--- src/rtl/btb_assoc_predictor_pkg.sv ---
// rtl/btb_assoc_predictor_pkg.sv - shared counter encodings, entry layout and counter helper for the BTB
package btb_pkg;

    localparam logic [1:0] SNT = 2'b00;
    localparam logic [1:0] WNT = 2'b01;
    localparam logic [1:0] WT  = 2'b10;
    localparam logic [1:0] ST  = 2'b11;

    localparam logic [1:0] CNT_INIT_DEF = WT;

    localparam int DEF_TAG_W = 4;
    localparam int DEF_TGT_W = 30;

    // Entry layout at the default widths; the predictor builds its own copy at its widths
    typedef struct packed {
        logic                 valid;
        logic [DEF_TAG_W-1:0] tag;
        logic [DEF_TGT_W-1:0] target;
        logic [1:0]           cnt;
    } btb_entry_t;

    // Two-bit saturating counter step toward the resolved direction
    function automatic logic [1:0] sat_next(input logic [1:0] cnt, input logic taken);
        if (taken) begin
            return (cnt == ST) ? ST : cnt + 2'd1;
        end
        return (cnt == SNT) ? SNT : cnt - 2'd1;
    endfunction

endpackage

--- src/rtl/btb_assoc_predictor_if.sv ---
// rtl/btb_assoc_predictor_if.sv - fetch/resolve signal bundle between pipeline and BTB
interface btb_assoc_predictor_if;
    logic        stall_i;
    logic [31:0] if_pc_i;
    logic [31:0] ex_pc_i;
    logic        ex_is_branch_i;
    logic        ex_taken_i;
    logic [31:0] ex_target_i;
    logic        ex_pred_taken_i;
    logic [31:0] ex_pred_target_i;
    logic        pred_taken_o;
    logic [31:0] next_pc_o;
    logic        flush_o;

    modport master (
        output stall_i, if_pc_i, ex_pc_i, ex_is_branch_i, ex_taken_i,
               ex_target_i, ex_pred_taken_i, ex_pred_target_i,
        input  pred_taken_o, next_pc_o, flush_o
    );

    modport slave (
        input  stall_i, if_pc_i, ex_pc_i, ex_is_branch_i, ex_taken_i,
               ex_target_i, ex_pred_taken_i, ex_pred_target_i,
        output pred_taken_o, next_pc_o, flush_o
    );
endinterface

--- src/rtl/btb_assoc_predictor_victim_sel.sv ---
// rtl/btb_assoc_predictor_victim_sel.sv - replacement way choice: first invalid way, else LRU way
module btb_victim_sel #(
    parameter int WAYS = 2
) (
    input  logic [WAYS-1:0] valid,
    input  logic            lru,
    output logic            victim
);

    if (WAYS == 1) begin : g_direct
        logic unused_sel;
        assign unused_sel = ^{valid, lru};
        assign victim     = 1'b0;
    end else begin : g_two_way
        // Fill empty ways before evicting anything live
        always_comb begin
            if (!valid[0]) begin
                victim = 1'b0;
            end else if (!valid[1]) begin
                victim = 1'b1;
            end else begin
                victim = lru;
            end
        end
    end

endmodule

--- src/rtl/btb_assoc_predictor.sv ---
// rtl/btb_assoc_predictor.sv - set-associative BTB with 2-bit counters; BTB_PERF_EN adds perf counters
module btb_assoc_predictor
    import btb_pkg::*;
#(
    parameter int         ENTRIES  = 16,
    parameter int         WAYS     = 2,
    parameter int         TAG_W    = 4,
    parameter int         TGT_W    = 30,
    parameter logic [1:0] CNT_INIT = CNT_INIT_DEF
) (
    input logic                clk,
    input logic                rst_n,
    btb_assoc_predictor_if.slave bus
`ifdef BTB_PERF_EN
    ,
    output logic [31:0]        perf_hits_o,
    output logic [31:0]        perf_branches_o,
    output logic [31:0]        perf_mispred_o
`endif
);

    localparam int SETS  = ENTRIES / WAYS;
    localparam int IDX_W = $clog2(SETS);

    typedef struct packed {
        logic             valid;
        logic [TAG_W-1:0] tag;
        logic [TGT_W-1:0] target;
        logic [1:0]       cnt;
    } entry_t;

    entry_t          tbl [SETS][WAYS];
    logic [SETS-1:0] lru;   // per set: index of the least recently used way

    logic [IDX_W-1:0] if_idx;
    logic [TAG_W-1:0] if_tag;
    logic             if_hit;
    logic             if_way;
    logic [TGT_W-1:0] hit_tgt;
    logic [31:0]      pred_tgt;
    logic             pred_taken;
    logic             mis;

    logic             upd_v;
    logic [IDX_W-1:0] upd_idx;
    logic [TAG_W-1:0] upd_tag;
    logic             upd_taken;
    logic [TGT_W-1:0] upd_tgt;
    logic             u_hit;
    logic             u_way;
    logic [WAYS-1:0]  u_valid;
    logic             victim;

    assign if_idx = bus.if_pc_i[IDX_W+1:2];
    assign if_tag = bus.if_pc_i[IDX_W+TAG_W+1:IDX_W+2];

    // Fetch lookup; scanning downward lets way0 win when both ways match
    always_comb begin
        if_hit = 1'b0;
        if_way = 1'b0;
        for (int w = WAYS - 1; w >= 0; w--) begin
            if (tbl[if_idx][w[0]].valid && tbl[if_idx][w[0]].tag == if_tag) begin
                if_hit = 1'b1;
                if_way = w[0];
            end
        end
    end

    assign hit_tgt    = tbl[if_idx][if_way].target;
    assign pred_taken = if_hit & tbl[if_idx][if_way].cnt[1];

    if (TGT_W == 30) begin : g_full_tgt
        assign pred_tgt = {hit_tgt, 2'b00};
    end else begin : g_part_tgt
        assign pred_tgt = {bus.if_pc_i[31:TGT_W+2], hit_tgt, 2'b00};
    end

    assign mis = bus.ex_is_branch_i &
                 ((bus.ex_taken_i != bus.ex_pred_taken_i) |
                  (bus.ex_taken_i & bus.ex_pred_taken_i &
                   (bus.ex_target_i != bus.ex_pred_target_i)));

    assign bus.pred_taken_o = pred_taken;
    assign bus.flush_o      = mis;

    // EX redirect has priority over the fetch-side prediction
    always_comb begin
        if (mis) begin
            bus.next_pc_o = bus.ex_taken_i ? bus.ex_target_i : bus.ex_pc_i + 32'd4;
        end else if (pred_taken) begin
            bus.next_pc_o = pred_tgt;
        end else begin
            bus.next_pc_o = bus.if_pc_i + 32'd4;
        end
    end

    // Re-lookup of the registered update PC against the live table
    always_comb begin
        u_hit   = 1'b0;
        u_way   = 1'b0;
        u_valid = '0;
        for (int w = WAYS - 1; w >= 0; w--) begin
            u_valid[w] = tbl[upd_idx][w[0]].valid;
            if (tbl[upd_idx][w[0]].valid && tbl[upd_idx][w[0]].tag == upd_tag) begin
                u_hit = 1'b1;
                u_way = w[0];
            end
        end
    end

    btb_victim_sel #(.WAYS(WAYS)) u_victim_sel (
        .valid  (u_valid),
        .lru    (lru[upd_idx]),
        .victim (victim)
    );

    // Capture resolved branches and apply the previous cycle's capture to the table
    always_ff @(posedge clk) begin
        if (!rst_n) begin
            upd_v <= 1'b0;
            lru   <= '0;
            for (int s = 0; s < SETS; s++) begin
                for (int w = 0; w < WAYS; w++) begin
                    tbl[s[IDX_W-1:0]][w[0]].valid <= 1'b0;
                    tbl[s[IDX_W-1:0]][w[0]].cnt   <= SNT;
                end
            end
        end else begin
            upd_v     <= bus.ex_is_branch_i & ~bus.stall_i;
            upd_idx   <= bus.ex_pc_i[IDX_W+1:2];
            upd_tag   <= bus.ex_pc_i[IDX_W+TAG_W+1:IDX_W+2];
            upd_taken <= bus.ex_taken_i;
            upd_tgt   <= bus.ex_target_i[TGT_W+1:2];
            if (upd_v) begin
                if (u_hit) begin
                    if (upd_taken && tbl[upd_idx][u_way].target != upd_tgt) begin
                        tbl[upd_idx][u_way].target <= upd_tgt;
                        tbl[upd_idx][u_way].cnt    <= CNT_INIT;
                    end else begin
                        tbl[upd_idx][u_way].cnt <= sat_next(tbl[upd_idx][u_way].cnt, upd_taken);
                    end
                    lru[upd_idx] <= ~u_way;
                end else if (upd_taken) begin
                    tbl[upd_idx][victim] <= entry_t'{1'b1, upd_tag, upd_tgt, CNT_INIT};
                    lru[upd_idx]         <= ~victim;
                end
            end
        end
    end

`ifdef BTB_PERF_EN
    // Event counters, frozen during memory stalls
    always_ff @(posedge clk) begin
        if (!rst_n) begin
            perf_hits_o     <= '0;
            perf_branches_o <= '0;
            perf_mispred_o  <= '0;
        end else if (!bus.stall_i) begin
            if (if_hit)             perf_hits_o     <= perf_hits_o + 32'd1;
            if (bus.ex_is_branch_i) perf_branches_o <= perf_branches_o + 32'd1;
            if (mis)                perf_mispred_o  <= perf_mispred_o + 32'd1;
        end
    end
`endif

endmodule

--- src/flat_wrapper.sv ---
// flat-port wrapper written by rule: the top's interface ports become plain ports
module btb_assoc_predictor_flat import btb_pkg::*;
#(
    parameter int         ENTRIES  = 16,
    parameter int         WAYS     = 2,
    parameter int         TAG_W    = 4,
    parameter int         TGT_W    = 30,
    parameter logic [1:0] CNT_INIT = CNT_INIT_DEF
)
  (clk, rst_n, bus_stall_i, bus_if_pc_i, bus_ex_pc_i, bus_ex_is_branch_i, bus_ex_taken_i, bus_ex_target_i, bus_ex_pred_taken_i, bus_ex_pred_target_i, bus_pred_taken_o, bus_next_pc_o, bus_flush_o);
  btb_assoc_predictor_if bus_i ();
  input logic clk;
  input logic rst_n;
  input wire logic [$bits(bus_i.stall_i)-1:0] bus_stall_i;
  input wire logic [$bits(bus_i.if_pc_i)-1:0] bus_if_pc_i;
  input wire logic [$bits(bus_i.ex_pc_i)-1:0] bus_ex_pc_i;
  input wire logic [$bits(bus_i.ex_is_branch_i)-1:0] bus_ex_is_branch_i;
  input wire logic [$bits(bus_i.ex_taken_i)-1:0] bus_ex_taken_i;
  input wire logic [$bits(bus_i.ex_target_i)-1:0] bus_ex_target_i;
  input wire logic [$bits(bus_i.ex_pred_taken_i)-1:0] bus_ex_pred_taken_i;
  input wire logic [$bits(bus_i.ex_pred_target_i)-1:0] bus_ex_pred_target_i;
  output wire logic [$bits(bus_i.pred_taken_o)-1:0] bus_pred_taken_o;
  output wire logic [$bits(bus_i.next_pc_o)-1:0] bus_next_pc_o;
  output wire logic [$bits(bus_i.flush_o)-1:0] bus_flush_o;
  assign bus_i.stall_i = bus_stall_i;
  assign bus_i.if_pc_i = bus_if_pc_i;
  assign bus_i.ex_pc_i = bus_ex_pc_i;
  assign bus_i.ex_is_branch_i = bus_ex_is_branch_i;
  assign bus_i.ex_taken_i = bus_ex_taken_i;
  assign bus_i.ex_target_i = bus_ex_target_i;
  assign bus_i.ex_pred_taken_i = bus_ex_pred_taken_i;
  assign bus_i.ex_pred_target_i = bus_ex_pred_target_i;
  assign bus_pred_taken_o = bus_i.pred_taken_o;
  assign bus_next_pc_o = bus_i.next_pc_o;
  assign bus_flush_o = bus_i.flush_o;
  btb_assoc_predictor #(.ENTRIES(ENTRIES), .WAYS(WAYS), .TAG_W(TAG_W), .TGT_W(TGT_W), .CNT_INIT(CNT_INIT)) u_core (.clk(clk), .rst_n(rst_n), .bus(bus_i));
endmodule
--- config.mk ---
export PLATFORM = sky130hd
export DESIGN_NAME = btb_assoc_predictor_flat
export DESIGN_NICKNAME = d
export VERILOG_FILES = /design/src/rtl/btb_assoc_predictor_pkg.sv /design/src/rtl/btb_assoc_predictor_if.sv /design/src/rtl/btb_assoc_predictor_victim_sel.sv /design/src/rtl/btb_assoc_predictor.sv /design/src/flat_wrapper.sv
export SDC_FILE = /design/constraint.sdc
export NUM_CORES = 1
export LEC_CHECK = 0
export CAP_MARGIN = 20
export CELL_PAD_IN_SITES_DETAIL_PLACEMENT = 1
export CELL_PAD_IN_SITES_GLOBAL_PLACEMENT = 1
export CORE_MARGIN = 2
export CORE_UTILIZATION = 56
export CTS_CLUSTER_SIZE = 24
export DETAILED_ROUTE_END_ITERATION = 12
export GPL_TIMING_DRIVEN = 1
export PLACE_DENSITY_LB_ADDON = 0.1
export SLEW_MARGIN = 15
export SYNTH_ARGS = -nofsm -noshare
export SYNTH_HDL_FRONTEND = slang
export SYNTH_SLANG_ARGS = --single-unit
--- constraint.sdc ---
create_clock -name clk -period 10.2 [get_ports clk]
set_input_delay 2.04 -clock clk [delete_from_list [all_inputs] [get_ports clk]]
set_output_delay 2.04 -clock clk [all_outputs]
set_load 0.03 [all_outputs]
==> out/results.txt <==
Synth Area per Inst: 16.7 µm²
Max Clock Skew: 29.5 ps
Cell leakage power: 12.5 nW
Vias: 21000
Max-slew violation count: 0
Yosys top cell by area: edfxtp_1
H-tree depth: 3
Die H: 244 µm
Synth cell types: 72
FF-to-FF setup slack: 3630 ps
Vias in the first global route: 21600
Avg Vias per Cell: 7.22
Status: complete, no violations
Ys async rst share: 0
First-pass GRT wire length: 156000 µm
GR Overflow Total: 0
Synth Net Count: 2075
Final instance area: 37200 µm²
CP bufs+invs: 3
Worst EP arrival: 6590 ps
Worst-Skew Late Latency: 620 ps
Top cells by area, synth: edfxtp_1 (57%), mux4_2 (20%), mux2i_1 (5.3%), xnor2_1 (2.5%), dfxtp_1 (1.7%)
Maximum buffer depth of the clock tree: 3
Antenna-violating nets left: 0
HP Class: reg -> reg
CTS root buffer: clkbuf_16
# fillers: 5012
Tightest Pin Transition: 1130 ps
Post-synth EDFFs: 614
Commonest non-fill, non-tap cell in the layout: edfxtp_1
Worst rel slew slack: 0.239
CTS tree: built
TritonRoute pass-1 iters: 5
DRT Wirelength: 109000 µm
Postcts setup bufs: 0
RePlAce Congestion: 0.901
End of the worst register-to-register path: u_core.tbl[5][39]$_DFFE_PP_
Sequential area share after synthesis: 0.587
Port bufs: 167
Setup crit start: bus_if_pc_i[3]
Reg area: 19000 µm²
Synthesis Warnings: 0
Crit-path leading delay family: buffers and inverters
Critical path's largest stage delay: 760 ps
Largest net degree at the start of global routing: 64
PwrDens: 171 nW/µm²
CP startpoint kind: primary input
Share of cells above drive strength 1: 0.229
IO Count: 168
Critical Path Sink: bus_next_pc_o[4]
Critical Path Fanout Max: 62
Top-area cell type share of the netlist area: 0.570
Number of cells on the critical path: 12
Multi-input gate area: 12700 µm²
Wire length per cell: 37.4 µm
Final Hold Viols: 0
Inserted Clock Buffers: 70
CP max stage cell: clkdlybuf4s50_1
FF-to-FF path depth: 13
Critical Path End Type: output port
VDD IR max: 0.135 mV
Hold Buf Count CTS: 0
Die Area: 59700 µm²
Initial antenna violation count: 7
Drt drc: 0
Area delta synth->final: 14.9%
Clk sinks: 642
Initial Util: 0.563
Hpwl dp: 69600 µm
Synthesized cell area: 32400 µm²
Achievable Freq: 116 MHz
Area post-placement: 34900 µm²
RSZ-0062 raised after global routing: false
FF+latch count, synth: 642
Core area: 57500 µm²
Required time of the worst setup path: 8160 ps
Die W: 244 µm
Top_reg_cell synth: edfxtp_1
Crit share post-route: 0.846
Setup violators final: 0
Highest-count cells in the layout ignoring fill and taps: edfxtp_1 (614), mux4_2 (286), mux2i_1 (172), clkdlybuf4s50_1 (162), nand2_1 (104)
Post_cts resized: 0
Fin Setup TNS: 0 ps
Min Tclk post-route: 8630 ps
Setup Crit Path Kind: in -> out
Final net count: 2230
Worst-path clk slew: 60 ps
Worst path cell trace: buf_6, mux4_2, nand2b_1, o21ai_0, o21ai_0, nor3_1, nand3_4, o22a_2, buf_4, mux2i_1, mux2i_1, clkdlybuf4s50_1
Cells after Synth: 1938
Max Cap Viol: 0
Starting DRT DRC Count: 3107
Site Rows: 88
All-Layer GR Usage: 0.370
power by group:
part           switching [mW]  internal (mW)  total (mW)  leakage [nW]
Combinational           0.422          0.326       0.748          5.56
Sequential             0.0831           2.93        3.01          5.82
Clock                    1.06           1.55        2.62          1.14
cell families after synthesis:
group,after synthesis,synth area share
AOI/OAI and AO/OA,225,0.0463
xor gates and xnor gates,130,0.0352
adders and majority gates,3,0.00116
buffers and inverters,168,0.0262
DFF,642,0.587
muxes,474,0.258
and+or+nand+nor,296,0.0465
registers in the layout, indices dropped and copies added (netlist names), named ones only:
name              flops
u_core.upd_tgt       30
u_core.tbl          592
u_core.upd_v          1
u_core.lru            8
u_core.upd_taken      1
u_core.upd_tag        4
u_core.upd_idx        3
Yosys cell counts, types with 16 or more instances:
cell	instances
edfxtp_1	614
xnor2_1	94
nand3_1	29
nand4_1	23
xor2_1	36
buf_4	17
o21ai_0	42
mux2i_1	172
mux2_2	16
mux4_2	286
dfxtp_1	28
a21oi_1	59
clkbuf_1	65
inv_1	36
nand2_1	104
buf_2	25
a22oi_1	28
nor2_1	46
worst min path at each step:
stage | start | endpoint | cells past startpoint
finish | u_core.tbl[5][73]$_DFF_P_ | u_core.tbl[5][73]$_DFF_P_ | 2
global route | u_core.tbl[1][36]$_DFF_P_ | u_core.tbl[1][36]$_DFF_P_ | 2
CTS | u_core.tbl[7][73]$_DFF_P_ | u_core.tbl[7][73]$_DFF_P_ | 2
detailed placement | u_core.tbl[5][36]$_DFF_P_ | u_core.tbl[5][36]$_DFF_P_ | 2
global placement | u_core.tbl[6][73]$_DFF_P_ | u_core.tbl[6][73]$_DFF_P_ | 2
floorplan | u_core.tbl[2][36]$_DFF_P_ | u_core.tbl[2][36]$_DFF_P_ | 2
area by class of cell:
cell class / count / share of cell area
sequential: 642 / 0.511
multi-input combinational: 1128 / 0.342
timing repair buffer: 213 / 0.0541
clock buffer: 94 / 0.0526
tap: 765 / 0.0257
clock inverter: 33 / 0.0102
inverter: 38 / 0.00383
antenna: 2 / 0.000135
through the flow:
stage	setup WS, ps	power [mW]	hold slack, ps	instances	util
after floorplan	3020	3.49	429	1938	-
after global placement	1540	3.78	440	2786	0.606
after detailed placement	1600	3.79	454	2786	0.606
after CTS	1590	6.38	459	2913	0.647
after global routing	1390	6.52	488	2913	0.647
final	1570	6.37	462	2915	0.647
layer usage:
metal  track usage  wire length (µm)  vias up
met1         0.519             40700    11000
li1              -                 -     8273
met2         0.567             50200     1533
met3        0.0834             13500      280
met4         0.153              4710        4
met5             0                25        -
worst min-delay path, delay by kind of cell (launching register included):
family | cells | cell delay (ps)
flip-flops | 1 | 320
AND/OR/NAND/NOR | 2 | 100
No activity file was read; power rests on OpenSTA's default activity.
